$ cat config.mk
export PLATFORM = sky130hd
export DESIGN_NAME = instruction_prefetch_flat
export DESIGN_NICKNAME = d
export VERILOG_FILES = /design/src/rtl/instruction_fetch_pkg.sv /design/src/rtl/instruction_prefetch_if.sv /design/src/rtl/fetch_queue.sv /design/src/rtl/instruction_prefetch.sv /design/src/flat_wrapper.sv
export SDC_FILE = /design/constraint.sdc
export NUM_CORES = 1
export LEC_CHECK = 0
export BUFFER_PORTS_ARGS = -buffer_cell sky130_fd_sc_hd__buf_2
export CORE_UTILIZATION = 32
export CTS_CLUSTER_SIZE = 16
export DETAILED_ROUTE_END_ITERATION = 6
export SLEW_MARGIN = 30
export SYNTH_ARGS = -nofsm -noshare
export SYNTH_HDL_FRONTEND = slang
export SYNTH_SLANG_ARGS = --single-unit
export TNS_END_PERCENT = 1
$ cat constraint.sdc
create_clock -name clk -period 2.6 [get_ports clk]
set_input_delay 0.39 -clock clk [delete_from_list [all_inputs] [get_ports clk]]
set_output_delay 0.39 -clock clk [all_outputs]
set_load 0.02 [all_outputs]
$ cat src/rtl/instruction_fetch_pkg.sv
// Shared defaults for the instruction fetch front end.
package instruction_fetch_pkg;
  localparam int DEF_ADDR_WIDTH = 32;
  localparam int DEF_DATA_WIDTH = 32;
  localparam int DEF_DEPTH      = 4;
  localparam logic [31:0] DEF_RESET_PC = 32'h0000_0000;
  localparam logic [31:0] DEF_PC_STEP  = 32'd4;
endpackage

$ cat src/rtl/instruction_prefetch_if.sv
// Fetch-side bundle: pipeline control, memory request/response, decode handoff.
interface instruction_prefetch_if #(
  parameter int ADDR_WIDTH = instruction_fetch_pkg::DEF_ADDR_WIDTH,
  parameter int DATA_WIDTH = instruction_fetch_pkg::DEF_DATA_WIDTH
) ();
  logic                  pcWrite;
  logic                  redirectValid;
  logic [ADDR_WIDTH-1:0] redirectPc;
  logic                  memReqValid;
  logic                  memReqReady;
  logic [ADDR_WIDTH-1:0] memReqAddr;
  logic                  memRespValid;
  logic [DATA_WIDTH-1:0] memRespData;
  logic                  ifIdWrite;
  logic                  instrValid;
  logic [DATA_WIDTH-1:0] instruction;
  logic [ADDR_WIDTH-1:0] programCounterOut;

  modport master (
    input  pcWrite,
    input  redirectValid,
    input  redirectPc,
    output memReqValid,
    input  memReqReady,
    output memReqAddr,
    input  memRespValid,
    input  memRespData,
    input  ifIdWrite,
    output instrValid,
    output instruction,
    output programCounterOut
  );

  modport slave (
    output pcWrite,
    output redirectValid,
    output redirectPc,
    input  memReqValid,
    output memReqReady,
    input  memReqAddr,
    output memRespValid,
    output memRespData,
    output ifIdWrite,
    input  instrValid,
    input  instruction,
    input  programCounterOut
  );
endinterface

$ cat src/rtl/fetch_queue.sv
// Synchronous FIFO with flush; head reads as zero when empty.
module fetch_queue #(
  parameter int W     = 64,
  parameter int DEPTH = 4
) (
  input  logic                     clk,
  input  logic                     resetN,
  input  logic                     i_push,
  input  logic                     i_pop,
  input  logic                     i_flush,
  input  logic [W-1:0]             i_data,
  output logic [W-1:0]             o_data,
  output logic                     o_full,
  output logic                     o_empty,
  output logic [$clog2(DEPTH):0]   o_count
);
  localparam int AW = $clog2(DEPTH);

  logic [W-1:0]  r_mem [DEPTH];
  logic [AW-1:0] r_wr;
  logic [AW-1:0] r_rd;
  logic [AW:0]   r_cnt;
  logic          w_push;
  logic          w_pop;

  assign o_full  = (r_cnt == (AW+1)'(DEPTH));
  assign o_empty = (r_cnt == '0);
  assign w_pop   = i_pop && !o_empty;
  assign w_push  = i_push && (!o_full || w_pop);

  always_ff @(posedge clk or negedge resetN) begin
    if (!resetN) begin
      r_wr  <= '0;
      r_rd  <= '0;
      r_cnt <= '0;
      for (int i = 0; i < DEPTH; i++)
        r_mem[i] <= '0;
    end else if (i_flush) begin
      r_wr  <= '0;
      r_rd  <= '0;
      r_cnt <= '0;
    end else begin
      if (w_push) begin
        r_mem[r_wr] <= i_data;
        r_wr        <= r_wr + 1'b1;
      end
      if (w_pop)
        r_rd <= r_rd + 1'b1;
      unique case (1'b1)
        w_push && !w_pop: r_cnt <= r_cnt + 1'b1;
        w_pop && !w_push: r_cnt <= r_cnt - 1'b1;
        default: ;
      endcase
    end
  end

  assign o_data  = o_empty ? '0 : r_mem[r_rd];
  assign o_count = r_cnt;
endmodule

$ cat src/rtl/instruction_prefetch.sv
// Credit-based instruction prefetcher: issues sequential fetches,
// queues returns with their PCs, drops in-flight returns after redirect.
module instruction_prefetch
  import instruction_fetch_pkg::*;
#(
  parameter int ADDR_WIDTH = DEF_ADDR_WIDTH,
  parameter int DATA_WIDTH = DEF_DATA_WIDTH,
  parameter int DEPTH      = DEF_DEPTH,
  parameter logic [ADDR_WIDTH-1:0] RESET_PC = ADDR_WIDTH'(DEF_RESET_PC),
  parameter logic [ADDR_WIDTH-1:0] PC_STEP  = ADDR_WIDTH'(DEF_PC_STEP)
) (
  input logic                    clk,
  input logic                    resetN,
  instruction_prefetch_if.master bus
);
  localparam int CW = $clog2(DEPTH) + 1;
  localparam int EW = ADDR_WIDTH + DATA_WIDTH;

  logic [ADDR_WIDTH-1:0] r_pc;
  logic [CW-1:0]         r_outstanding;
  logic [CW-1:0]         r_drop;

  logic [CW-1:0]         w_out_next;
  logic [CW-1:0]         w_q_count;
  logic [CW-1:0]         w_pq_count;
  logic                  w_credit;
  logic                  w_fire;
  logic                  w_resp;
  logic                  w_keep;
  logic                  w_push;
  logic                  w_pop;
  logic                  w_q_empty;
  logic                  w_q_full;
  logic                  w_pq_empty;
  logic                  w_pq_full;
  logic [ADDR_WIDTH-1:0] w_resp_pc;
  logic [EW-1:0]         w_head;
  logic                  w_unused;

  // Queued plus in-flight (including doomed) entries must fit the queue.
  assign w_credit = ({1'b0, w_q_count} + {1'b0, r_outstanding})
                    < (CW+1)'(DEPTH);

  assign bus.memReqValid = resetN && bus.pcWrite
                           && !bus.redirectValid && w_credit;
  assign bus.memReqAddr  = r_pc;

  assign w_fire = bus.memReqValid && bus.memReqReady;
  assign w_resp = bus.memRespValid;
  assign w_keep = w_resp && (r_drop == '0);
  assign w_push = w_keep && !bus.redirectValid;
  assign w_pop  = bus.instrValid && bus.ifIdWrite
                  && !bus.redirectValid;

  always_comb begin
    w_out_next = r_outstanding;
    unique case (1'b1)
      w_fire && !w_resp: w_out_next = r_outstanding + 1'b1;
      w_resp && !w_fire: w_out_next = r_outstanding - 1'b1;
      default: ;
    endcase
  end

  always_ff @(posedge clk or negedge resetN) begin
    if (!resetN) begin
      r_pc          <= RESET_PC;
      r_outstanding <= '0;
      r_drop        <= '0;
    end else begin
      r_outstanding <= w_out_next;
      if (bus.redirectValid) begin
        r_pc   <= bus.redirectPc;
        r_drop <= w_out_next;
      end else begin
        if (w_fire)
          r_pc <= r_pc + PC_STEP;
        if (w_resp && (r_drop != '0))
          r_drop <= r_drop - 1'b1;
      end
    end
  end

  // PCs of live requests, in issue order, matched to returns.
  fetch_queue #(
    .W     (ADDR_WIDTH),
    .DEPTH (DEPTH)
  ) u_pc_queue (
    .clk     (clk),
    .resetN  (resetN),
    .i_push  (w_fire),
    .i_pop   (w_keep),
    .i_flush (bus.redirectValid),
    .i_data  (r_pc),
    .o_data  (w_resp_pc),
    .o_full  (w_pq_full),
    .o_empty (w_pq_empty),
    .o_count (w_pq_count)
  );

  fetch_queue #(
    .W     (EW),
    .DEPTH (DEPTH)
  ) u_fetch_queue (
    .clk     (clk),
    .resetN  (resetN),
    .i_push  (w_push),
    .i_pop   (w_pop),
    .i_flush (bus.redirectValid),
    .i_data  ({w_resp_pc, bus.memRespData}),
    .o_data  (w_head),
    .o_full  (w_q_full),
    .o_empty (w_q_empty),
    .o_count (w_q_count)
  );

  assign bus.instrValid        = !w_q_empty;
  assign bus.instruction       = w_head[DATA_WIDTH-1:0];
  assign bus.programCounterOut = w_head[EW-1:DATA_WIDTH];

  assign w_unused = &{1'b0, w_q_full, w_pq_full, w_pq_empty, w_pq_count};
endmodule

$ cat src/flat_wrapper.sv
// flat-port wrapper written by rule: the top's interface ports become plain ports
module instruction_prefetch_flat import instruction_fetch_pkg::*;
#(
  parameter int ADDR_WIDTH = DEF_ADDR_WIDTH,
  parameter int DATA_WIDTH = DEF_DATA_WIDTH,
  parameter int DEPTH      = DEF_DEPTH,
  parameter logic [ADDR_WIDTH-1:0] RESET_PC = ADDR_WIDTH'(DEF_RESET_PC),
  parameter logic [ADDR_WIDTH-1:0] PC_STEP  = ADDR_WIDTH'(DEF_PC_STEP)
)
  (clk, resetN, bus_pcWrite, bus_redirectValid, bus_redirectPc, bus_memReqValid, bus_memReqReady, bus_memReqAddr, bus_memRespValid, bus_memRespData, bus_ifIdWrite, bus_instrValid, bus_instruction, bus_programCounterOut);
  instruction_prefetch_if #(.ADDR_WIDTH(ADDR_WIDTH), .DATA_WIDTH(DATA_WIDTH)) bus_i ();
  input logic clk;
  input logic resetN;
  input wire logic [$bits(bus_i.pcWrite)-1:0] bus_pcWrite;
  input wire logic [$bits(bus_i.redirectValid)-1:0] bus_redirectValid;
  input wire logic [$bits(bus_i.redirectPc)-1:0] bus_redirectPc;
  output wire logic [$bits(bus_i.memReqValid)-1:0] bus_memReqValid;
  input wire logic [$bits(bus_i.memReqReady)-1:0] bus_memReqReady;
  output wire logic [$bits(bus_i.memReqAddr)-1:0] bus_memReqAddr;
  input wire logic [$bits(bus_i.memRespValid)-1:0] bus_memRespValid;
  input wire logic [$bits(bus_i.memRespData)-1:0] bus_memRespData;
  input wire logic [$bits(bus_i.ifIdWrite)-1:0] bus_ifIdWrite;
  output wire logic [$bits(bus_i.instrValid)-1:0] bus_instrValid;
  output wire logic [$bits(bus_i.instruction)-1:0] bus_instruction;
  output wire logic [$bits(bus_i.programCounterOut)-1:0] bus_programCounterOut;
  assign bus_i.pcWrite = bus_pcWrite;
  assign bus_i.redirectValid = bus_redirectValid;
  assign bus_i.redirectPc = bus_redirectPc;
  assign bus_memReqValid = bus_i.memReqValid;
  assign bus_i.memReqReady = bus_memReqReady;
  assign bus_memReqAddr = bus_i.memReqAddr;
  assign bus_i.memRespValid = bus_memRespValid;
  assign bus_i.memRespData = bus_memRespData;
  assign bus_i.ifIdWrite = bus_ifIdWrite;
  assign bus_instrValid = bus_i.instrValid;
  assign bus_instruction = bus_i.instruction;
  assign bus_programCounterOut = bus_i.programCounterOut;
  instruction_prefetch #(.ADDR_WIDTH(ADDR_WIDTH), .DATA_WIDTH(DATA_WIDTH), .DEPTH(DEPTH), .RESET_PC(RESET_PC), .PC_STEP(PC_STEP)) u_core (.clk(clk), .resetN(resetN), .bus(bus_i));
endmodule
# After elaboration in Yosys (flattened, before gate mapping)
# Cells that the tools add are included.
dict set report word_totals {
  output_inout_bits 98
  reg_bits 436
  wordCells 123
  inputBits 71
}
dict set report classes {
  eq_ne 2
  n_mux 31
  addsub 13
  order_cmp 7
  bitwise_logic 5
  n_reduce_logical 48
}
# cell count
set ops {}
lappend ops {{$bwmux 256} 1}
lappend ops {{$mux 64} 4}
lappend ops {{$mux 32} 6}
lappend ops {{$bmux 64 s2} 1}
lappend ops {{$bwmux 128} 1}
lappend ops {{$demux 64 s2} 1}
lappend ops {{$bmux 32 s2} 1}
lappend ops {{$demux 32 s2} 1}
lappend ops {{$add 32x3->32 const B} 1}
lappend ops {{$logic_and 1x1->1} 21}
lappend ops {{$pmux 3 s2} 3}
lappend ops {{$mux 2} 8}
lappend ops {{$ge 3x3->1 const B} 4}
lappend ops {{$mux 3} 4}
lappend ops {{$not 2->3} 4}
lappend ops {{$reduce_bool 2->1} 6}
lappend ops {{$sub 3x1->3 const B} 4}
lappend ops {{$logic_not 1->1} 11}
lappend ops {{$add 3x1->3 const B} 3}
lappend ops {{$logic_not 3->1} 3}
lappend ops {{$reduce_bool 3->1} 3}
lappend ops {{$add 2x1->2 const B} 4}
lappend ops {{$eq 3x3->1 const B} 2}
lappend ops {{$lt 3x1->1 const B} 2}
lappend ops {{5 further kinds} 7}

# Depth between registers and ports, before layout
# Gate-level depths: netlist (run 1).
dict set report logic_depth {
  word_depth 11
  mapped_depth 14
  ltp_nobuf 12
}

# Hierarchy
# A second synthesis (run 1) with hierarchy kept.
dict set report unflattened {
  hier_cells 1420
  hier_area_um2 21177.8
}
# mod seq_area_each_um2 cells_per_inst n_inst area_each_um2
set by_module_without_submodules {}
lappend by_module_without_submodules {{fetch_queue at u_core.u_fetch_queue} 6581.3 750 1 11927.7}
lappend by_module_without_submodules {{fetch_queue at u_core.u_pc_queue} 3378.2 414 1 6971.7}
lappend by_module_without_submodules {instruction_prefetch 950.9 256 1 2278.4}

# Worst setup path after synthesis (run 1)
# OpenSTA, ideal clock, no wires.
dict set report synth_timing {
  path_kind {register to register}
  from {reg u_core.u_fetch_queue.r_cnt[1] (netlist: u_core.u_fetch_queue.o_count[1])}
  to {reg u_core.r_drop[2]}
  t_required_ns 2.517
  synth_period_minus_slack_ns 2.773
  n_path_buf 2
  setup_time_ns 0.083
  arrival_time_ns 2.690
  setup_slack_ns -0.173
  path_stages_with_launch 15
  cell_sequence {dfrtp_1 -> ha_1 -> nand3_1 -> and4_1 -> buf_2 -> inv_2 -> buf_2 -> ha_1 -> inv_1 -> fa_1 -> xor2_1 -> nor2_1 -> xor2_1 -> nand2_1 -> o21ai_0}
}
dict set report synth_between {
  elab_chain_len 8
  word_cells_on_any_way 9
  cone_classes {add/sub: 1; order compare: 1; mux: 2; reduce/logical: 5}
}
# item line
set synth_rtl {}
lappend synth_rtl {{start: declaration} fetch_queue.sv:22} ;# logic [AW:0] r_cnt;
lappend synth_rtl {{start signal: assignment} fetch_queue.sv:50} ;# w_push && !w_pop: r_cnt <= r_cnt + 1'b1;
lappend synth_rtl {{start signal: assignment} fetch_queue.sv:51} ;# w_pop && !w_push: r_cnt <= r_cnt - 1'b1;
lappend synth_rtl {{$add 3x3->4 (*)} instruction_prefetch.sv:41} ;# assign w_credit = ({1'b0, w_q_count} + {1'b0, r_outstanding})
lappend synth_rtl {{$lt 4x3->1 (*)} instruction_prefetch.sv:42} ;# < (CW+1)'(DEPTH);
lappend synth_rtl {{$logic_and 1x1->1 (*)} instruction_prefetch.sv:45} ;# && !bus.redirectValid && w_credit;
lappend synth_rtl {{$logic_and 1x1->1 (*)} instruction_prefetch.sv:48} ;# assign w_fire = bus.memReqValid && bus.memReqReady;
lappend synth_rtl {{$logic_not 1->1} instruction_prefetch.sv:59} ;# w_resp && !w_fire: w_out_next = r_outstanding - 1'b1;
lappend synth_rtl {{$logic_and 1x1->1} instruction_prefetch.sv:59}
lappend synth_rtl {{$pmux 3 s2 (*)} instruction_prefetch.sv:57} ;# unique case (1'b1)
lappend synth_rtl {{via u_core.w_out_next[2]} instruction_prefetch.sv:23} ;# logic [CW-1:0] w_out_next;
lappend synth_rtl {{$mux 3 (*)} instruction_prefetch.sv:71} ;# if (bus.redirectValid) begin
lappend synth_rtl {{end signal: assignment} instruction_prefetch.sv:73} ;# r_drop <= w_out_next;
lappend synth_rtl {{end signal: assignment} instruction_prefetch.sv:78} ;# r_drop <= r_drop - 1'b1;
lappend synth_rtl {{end: declaration} instruction_prefetch.sv:21} ;# logic [CW-1:0] r_drop;
# Mark *: on every way through the listed nets, which the timed path passes. The rest lies on a longest branch.
# A chain may end at the register's enable or synchronous reset.

# Worst setup path in the final report (run 1)
dict set report layout_timing {
  from {reg u_core.u_fetch_queue.r_rd[0]}
  to {out bus_programCounterOut[17]}
}
dict set report layout_between {
  elab_chain_len 5
}
# item line
set layout_rtl {}
lappend layout_rtl {{start: declaration} fetch_queue.sv:21} ;# logic [AW-1:0] r_rd;
lappend layout_rtl {{start signal: assignment} fetch_queue.sv:48} ;# r_rd <= r_rd + 1'b1;
lappend layout_rtl {{$not 2->3 (not written as such)} fetch_queue.sv:57} ;# assign o_data = o_empty ? '0 : r_mem[r_rd];
lappend layout_rtl {{$bmux 64 s2} fetch_queue.sv:57}
lappend layout_rtl {{$mux 64 (not written as such) (2 in a row)} fetch_queue.sv:57}
lappend layout_rtl {{$mux 64} fetch_queue.sv:57}
lappend layout_rtl {{end: declaration} flat_wrapper.sv:25} ;# output wire logic [$bits(bus_i.programCounterOut)-1:0] bus_programCounterOut;
# Every way passes these cells. The select of a mux whose other input is x is not followed.

==> flow_summary.toml, run 1 <==
[synthesis]
synth_compound_area_share_pct = 5.98
yosysSeqAreaShare_pct = 53.7
synthTopCellsByArea = "dfrtp_1 54%, mux2_2 11%, mux4_2 11%"
yosys.area.top_type_share_pct = 53.7
synth-adder-area-share_pct = 1.16
synthMuxAreaShare_pct = 26.0
syn_inst = 1563
avgSynthCellArea_um2 = 13.0
yosysTopAreaCell = "dfrtp_1"
synth_top_family_by_area = "multiplexers"
yosysUniqueCellTypes = 58
synthArstFlopShare_pct = 100
syn-num-nets = 1651
synth_commonest_cells = "436 x dfrtp_1, 210 x nand2_1, 202 x mux2_2"
synth-edff-count = 0
yosys_warnings = 0
yosysMostFrequentCell = "dfrtp_1"
synth-seq-cells = 436
synth-xor-area-share_pct = 0.776
ys.flop_type = "dfrtp_1"
netlist_area_mm2 = 0.0203
yosys.area_share.simple_pct = 9.19

[hold_path]
hold_path_end = "u_core.bus.memReqAddr[29]$_DFFE_PN0N_"
hold_depth = 3
min_from = "bus_redirectPc[29]"
hp-class = "in -> reg"

[timing]
worst_slack_ns = -0.0433
slew_headroom_pct = 43.7
rsz0062_at_grt = "true"
max_slew.worst_pin.slew_ns = 0.844
finalSetupViolations = 17
min_period_ns = 2.64
finalHoldViolCount = 0
finalCritPeriodShare_pct = 102
worst_clock_skew_ns = 0.0358
fmax_mhz = 378
drv_slew = 0

[route]
via_per_inst = 5.01
num_vias = 13000
drt_iter0_drc = 780
dr.pass1.iters = 4
drc = 0
drt-total-wl_um = 49800
ant_nets = 0
wl_per_cell_um = 19.1

[setup_path]
crit_type = "reg -> out"
r2r_slack_ns = 0.02
worstPathRequired_ns = 2.21
start_kind = "flip-flop"
ff2ff_path_depth = 7
path_buf_inv = 3
path_max_fanout = 6
cp-end-kind = "primary output"
max_stage_delay_ns = 0.51
rr_startpoint = "u_core.u_fetch_queue.o_count[2]$_DFFE_PN0P_"
path_delay_family = "multiplexers"
crit_slowest_cell = "mux4_2"
crit_chain = "buf_12 > buf_16 > mux4_2 > and2_1 > buf_2"
critPathArrivalTime_ns = 2.25
r2r_end = "u_core.u_pc_queue.r_mem[79]$_DFFE_PN0P_"

[place]
hpwl_um = 31600
gp_congestion = 0.784
post-place-cells = 2513
numPortBuffers = 168

[power]
peakVddDrop_mv = 0.468
power.sequential.fraction_pct = 42.4
power_frac_clock_pct = 34.4
total_power_mw = 19.5
p_int_mw = 14.0
netSwitchingPower_mw = 5.47
combPwrFrac_pct = 23.2
swShare_pct = 28.1
leakage_nw = 11.2
power_density_mw_per_mm2 = 802

[global_route]
grt-ovfl-total = 0
grt_pass1_vias = 13700
antenna_found_initial = 1
grt_max_degree = 119
grt_first_pass_wirelength_um = 78900
grt_usage_pct = 15.8

[floorplan]
start_util_pct = 32.3
rows = 92
core_mm2 = 0.0629
die_w_um = 254
die-area_mm2 = 0.0645
die_h_um = 254
num_io_pins = 169

[final_layout]
syn2layout_area_growth_pct = 19.5
final_core_util_pct = 38.6
fin_cells = 2607
fin_nets = 1816
nFillCells = 6026
n_antenna_cell = 0
drive_gt1_share_pct = 38.6

[clock_tree]
insertion_delay_ns = 0.59
cts.sinks = 436
cts_made_buffers = 47
htree_levels = 2
clock_path_buffers = 3
cts_tree = "done"
root_buffer = "clkbuf_16"
clkTransAtPathRegs_ns = 0.06

[run]
maxCapViolations = 0

[run_status]
violations = "setup timing"
status = "complete, but fails checks"
[state kept, by name, indices dropped and copies added (netlist names)]
signal	count
u_core.bus.memReqAddr	32
u_core.r_drop	3
u_core.r_outstanding	3
u_core.u_fetch_queue.o_count	3
u_core.u_fetch_queue.r_mem	256
u_core.u_fetch_queue.r_rd	2
u_core.u_fetch_queue.r_wr	2
u_core.u_pc_queue.o_count	3
u_core.u_pc_queue.r_mem	128
u_core.u_pc_queue.r_rd	2
u_core.u_pc_queue.r_wr	2
[tightest hold or removal path: stages]
cell and delay (ns):
buf_2 0.09, a21oi_1 0.06, nand3_1 0.05
[worst max path at each step]
stage | startpoint | endpoint | slack, ns | cells after the start
2_1_floorplan | u_core.u_fetch_queue.o_count[1]$_DFFE_PN0P_ | u_core.r_drop[2]$_DFFE_PN0P_ | -0.04 | 14
5_1_grt | u_core.u_fetch_queue.o_count[2]$_DFFE_PN0P_ | u_core.u_pc_queue.r_mem[70]$_DFFE_PN0P_ | -0.12 | 7
3_5_place_dp | u_core.u_fetch_queue.o_count[1]$_DFFE_PN0P_ | u_core.bus.memReqAddr[14]$_DFFE_PN0N_ | 0.0002 | 7
3_3_place_gp | u_core.r_outstanding[2]$_DFF_PN0_ | u_core.u_pc_queue.r_mem[79]$_DFFE_PN0P_ | 0.06 | 7
6_report | u_core.u_fetch_queue.r_rd[0]$_DFFE_PN0P_ | bus_programCounterOut[17] | -0.04 | 5
4_1_cts | u_core.u_fetch_queue.r_rd[0]$_DFFE_PN0P_ | bus_programCounterOut[31] | -0.1 | 4
[cell type report]
type / instances / area (µm²) / area share [%]
Multi-Input combinational cell: 994 / 8870 / 36.5
Tap cell: 846 / 1060 / 4.36
Sequential cell: 436 / 10900 / 45.0
Inverter: 16 / 62.6 / 0.258
Clock buffer: 66 / 1330 / 5.47
Timing Repair Buffer: 233 / 1840 / 7.56
Clock inverter: 16 / 204 / 0.840
[metal layers]
layer / wire length (µm) / track usage [%]
met1: 23200 / 22.0
met2: 23200 / 24.9
met3: 2260 / 3.14
met4: 1140 / 4.27
met5: 13 / 0
[repair_timing]
action	CTS	global route
setup buffers	0	2
hold buffers	5	0
pin swaps	0	13
gates cloned	1	4
hold endpoints to repair	23	0
setup endpoints to repair	70	187
gates resized for setup	8	88
[layout by cell type, fill, tap and decap left out, types with 4 or more instances in the layout]
cell type	Yosys	layout
dfrtp_1	436	432
nand2_1	210	209
mux2_2	202	202
o21ai_0	153	152
buf_2	48	141
mux4_2	96	96
clkbuf_16	0	52
buf_4	0	39
and2_1	66	38
mux2_4	30	30
and2_4	0	28
mux2_1	27	27
buf_6	12	25
nor2_1	25	23
nand3_1	19	18
inv_1	15	15
ha_1	14	14
buf_12	0	14
clkbuf_1	48	12
and3_1	11	11
xor2_1	11	11
o211ai_1	11	11
a21oi_1	10	10
nand4_1	10	10
mux2i_1	9	9
o311ai_0	9	9
nand2_4	4	8
xnor2_1	7	7
nor3_1	7	7
clkinv_2	0	7
clkbuf_8	0	6
a31oi_1	5	5
or4_1	5	5
dlygate4sd3_1	0	5
and4_1	5	4
nor4_1	4	4
a41oi_1	4	4
bufinv_16	0	4
buf_16	0	4
[kinds of logic after synthesis]
family / count (synthesis)
xor+xnor: 18
mux: 364
simple gates: 386
compound gates: 209
fa+ha+maj: 17
flops: 436
buf+inv: 133
[power groups by stage]
stage          clock [mW]  sequential, mW  combinational (mW)
6_report             6.69            8.27                4.52
5_1_grt              7.19            8.39                4.93
4_1_cts              6.91            8.27                4.25
3_5_place_dp            0            8.39                4.08
3_3_place_gp            0            8.32                3.96
2_1_floorplan           0            8.23                2.80
[metrics by stage]
step	TNS (ns)	area, µm²	hold slack (ns)	worst slack, ns
floorplan	-0.0423	20300	0.0944	-0.0423
global placement	0	22200	0.455	0.0573
detailed placement	0	22200	0.465	0.000155
CTS	-2.14	23900	0.00342	-0.0963
global route	-10.07	24300	0.0106	-0.123
finish	-0.200	24300	0.0400	-0.0433
(Power assumes the default switching activity.)
==> run 2: changes to the inputs <==
--- a/config.mk
+++ b/config.mk
@@ -9,6 +9,7 @@
 export CORE_UTILIZATION = 32
 export CTS_CLUSTER_SIZE = 16
 export DETAILED_ROUTE_END_ITERATION = 6
+export PLACE_DENSITY = 0.5
 export SLEW_MARGIN = 30
 export SYNTH_ARGS = -nofsm -noshare
 export SYNTH_HDL_FRONTEND = slang
==> run 2 against run 1 <==
Against the previous run:
- via count shrank 1.1%
- critical path type unchanged
- sequential cell count is the same
- register-to-register slack gained 0.10 ns
- the run still ends with setup timing left
- largest cell class unchanged
- critical path depth is the same
- design area grew 0.40%
- routed wire length grew 0.93%
- clock-buffer cell count grew 13
- sequential share of layout area shrank 0.17 points
- global-route usage shrank 0.064 points
- largest power group unchanged
- core utilization grew 0.15 points
==> flow_summary.toml, run 2 (synthesis results as in run 1) <==
[place]
numPortBuffers = 168
gp_congestion = 0.773
hpwl_um = 30900

[final_layout]
final_core_util_pct = 38.8
mostFrequentLayoutCells = "432 x dfrtp_1, 210 x nand2_1, 202 x mux2_2"
largest_reg_flops = 256
fin_nets = 1827
multiInputGateArea_mm2 = 0.00884
syn2layout_area_growth_pct = 19.9
top_register = "u_core.u_fetch_queue.r_mem"
n_antenna_cell = 0
register_area_mm2 = 0.0109
drive_gt1_share_pct = 38.2
nFillCells = 6112
final_common_cell = "dfrtp_1"

[run_status]
status = "complete, but fails checks"
violations = "setup timing"

[route]
top_layer = "met5"
num_vias = 12900
drt_iter0_drc = 695
wl_met3_um = 2100
ant_nets = 0
dr.pass1.iters = 5
wl_met1_um = 23500
drt-total-wl_um = 50300
wl_per_cell_um = 19.2
drc = 0
wl_met2_um = 23800
via_per_inst = 4.92

[clock_tree]
htree_levels = 2
cts.sinks = 436
cts_tree = "done"
clkTransAtPathRegs_ns = 0.06
insertion_delay_ns = 0.58
clock_path_buffers = 3
cts_made_buffers = 50
root_buffer = "clkbuf_16"

[setup_path]
path_delay_family = "multiplexers"
critPathArrivalTime_ns = 2.23
crit_chain = "buf_6 > buf_16 > mux4_2 > and2_4 > buf_2"
cp-end-kind = "primary output"
max_stage_delay_ns = 0.57
path_max_fanout = 6
worstPathRequired_ns = 2.21
start_kind = "flip-flop"
crit_type = "reg -> out"
r2r_slack_ns = 0.12
path_buf_inv = 3
crit_slowest_cell = "mux4_2"

[global_route]
grt-ovfl-total = 0
grt_first_pass_wirelength_um = 78600
grt_pass1_vias = 13600
antenna_found_initial = 1
grt_usage_pct = 15.7
grt_max_degree = 145

[timing]
finalHoldViolCount = 0
tns_ns = -0.0485
finalCritPeriodShare_pct = 101
min_period_ns = 2.62
rsz0062_at_grt = "true"
finalSetupViolations = 5
drv_slew = 0
max_slew.worst_pin.slew_ns = 0.806
worst_clock_skew_ns = 0.00930
slew_headroom_pct = 46.3
worst_slack_ns = -0.0174
fmax_mhz = 382

[hold_path]
hp-class = "in -> reg"

[power]
power_density_mw_per_mm2 = 806
leakage_nw = 11.3
peakVddDrop_mv = 0.403

[floorplan]
num_io_pins = 169
core_mm2 = 0.0629
start_util_pct = 32.3
die_h_um = 254
die_w_um = 254
die-area_mm2 = 0.0645
rows = 92

[run]
maxCapViolations = 0
run 2: changes by cell type in the layout (fill, tap and decap cells not counted), sizes merged:
| cell | before | now |
|---|---|---|
| inv | 18 | 17 |
| buf | 224 | 228 |
| clkbuf | 70 | 83 |
| clkinv | 8 | 7 |
| bufinv | 4 | 2 |
| dlygate4sd3 | 5 | 9 |
run 2: layout make-up:
cell class	instances	area share, %
Multi-Input combinational cell	994	36.3
Timing Repair Buffer	241	7.55
Clock buffer	79	6.24
Tap cell	846	4.34
Inverter	16	0.257
Sequential cell	436	44.8
Clock inverter	12	0.503
run 2: report_power, final:
group / switching (mW) / leakage [nW] / internal [mW]
combinational: 2.09 / 4.60 / 2.26
sequential: 0.560 / 5.89 / 7.71
clock: 2.83 / 0.806 / 4.19
run 2: worst paths after layout:
kind	start	to	cells past startpoint
max	u_core.u_fetch_queue.r_rd[0]$_DFFE_PN0P_	bus_programCounterOut[20]	5
max reg2reg	u_core.r_outstanding[2]$_DFF_PN0_	u_core.u_pc_queue.o_count[2]$_DFFE_PN0P_	8
max in group asynchronous	resetN	u_core.u_pc_queue.r_mem[106]$_DFFE_PN0P_	4
min	bus_redirectPc[24]	u_core.bus.memReqAddr[24]$_DFFE_PN0N_	2
min reg2reg	u_core.u_fetch_queue.r_mem[96]$_DFFE_PN0P_	u_core.u_fetch_queue.r_mem[96]$_DFFE_PN0P_	2
min in group asynchronous	resetN	u_core.u_fetch_queue.r_mem[134]$_DFFE_PN0P_	3
run 2: per-layer routing:
metal  vias to the layer above  track usage (%)
li1                       5969                -
met1                      6616             21.8
met2                       258             25.3
met3                        61             2.54
met4                         2             4.35
met5                         -                0
run 2: repair_timing:
action                     in CTS  in global routing
buffers inserted                0                  9
gates resized for setup        27                 39
hold endpoints to repair      101                  0
pin swaps                       1                  1
cloned                          0                  6
hold buffers                    9                  0
setup endpoints to repair      65                 63
run 2: stage by stage:
stage | power [mW] | cells | worst slack (ns) | hold WS, ns | cell area, µm²
after CTS | 19.7 | 2609 | -0.111 | 0.00111 | 24100
after floorplan | 11.0 | 1563 | -0.0423 | 0.0944 | 20300
after global placement | 12.3 | 2509 | 0.0433 | 0.456 | 22200
final | 19.6 | 2624 | -0.0174 | 0.0340 | 24400
after global routing | 20.7 | 2624 | -0.0836 | 0.0186 | 24400
after detailed placement | 12.5 | 2509 | 0.0774 | 0.466 | 22200
run 2: worst reg2reg max path, stage by stage (launching register included):
cell and delay (ns):
dfrtp_1 0.39, ha_1 0.19, and4bb_4 0.32, and4_4 0.26, nor2_1 0.06, fa_2 0.36
or4_4 0.53, a21o_1 0.17, a31oi_1 0.11
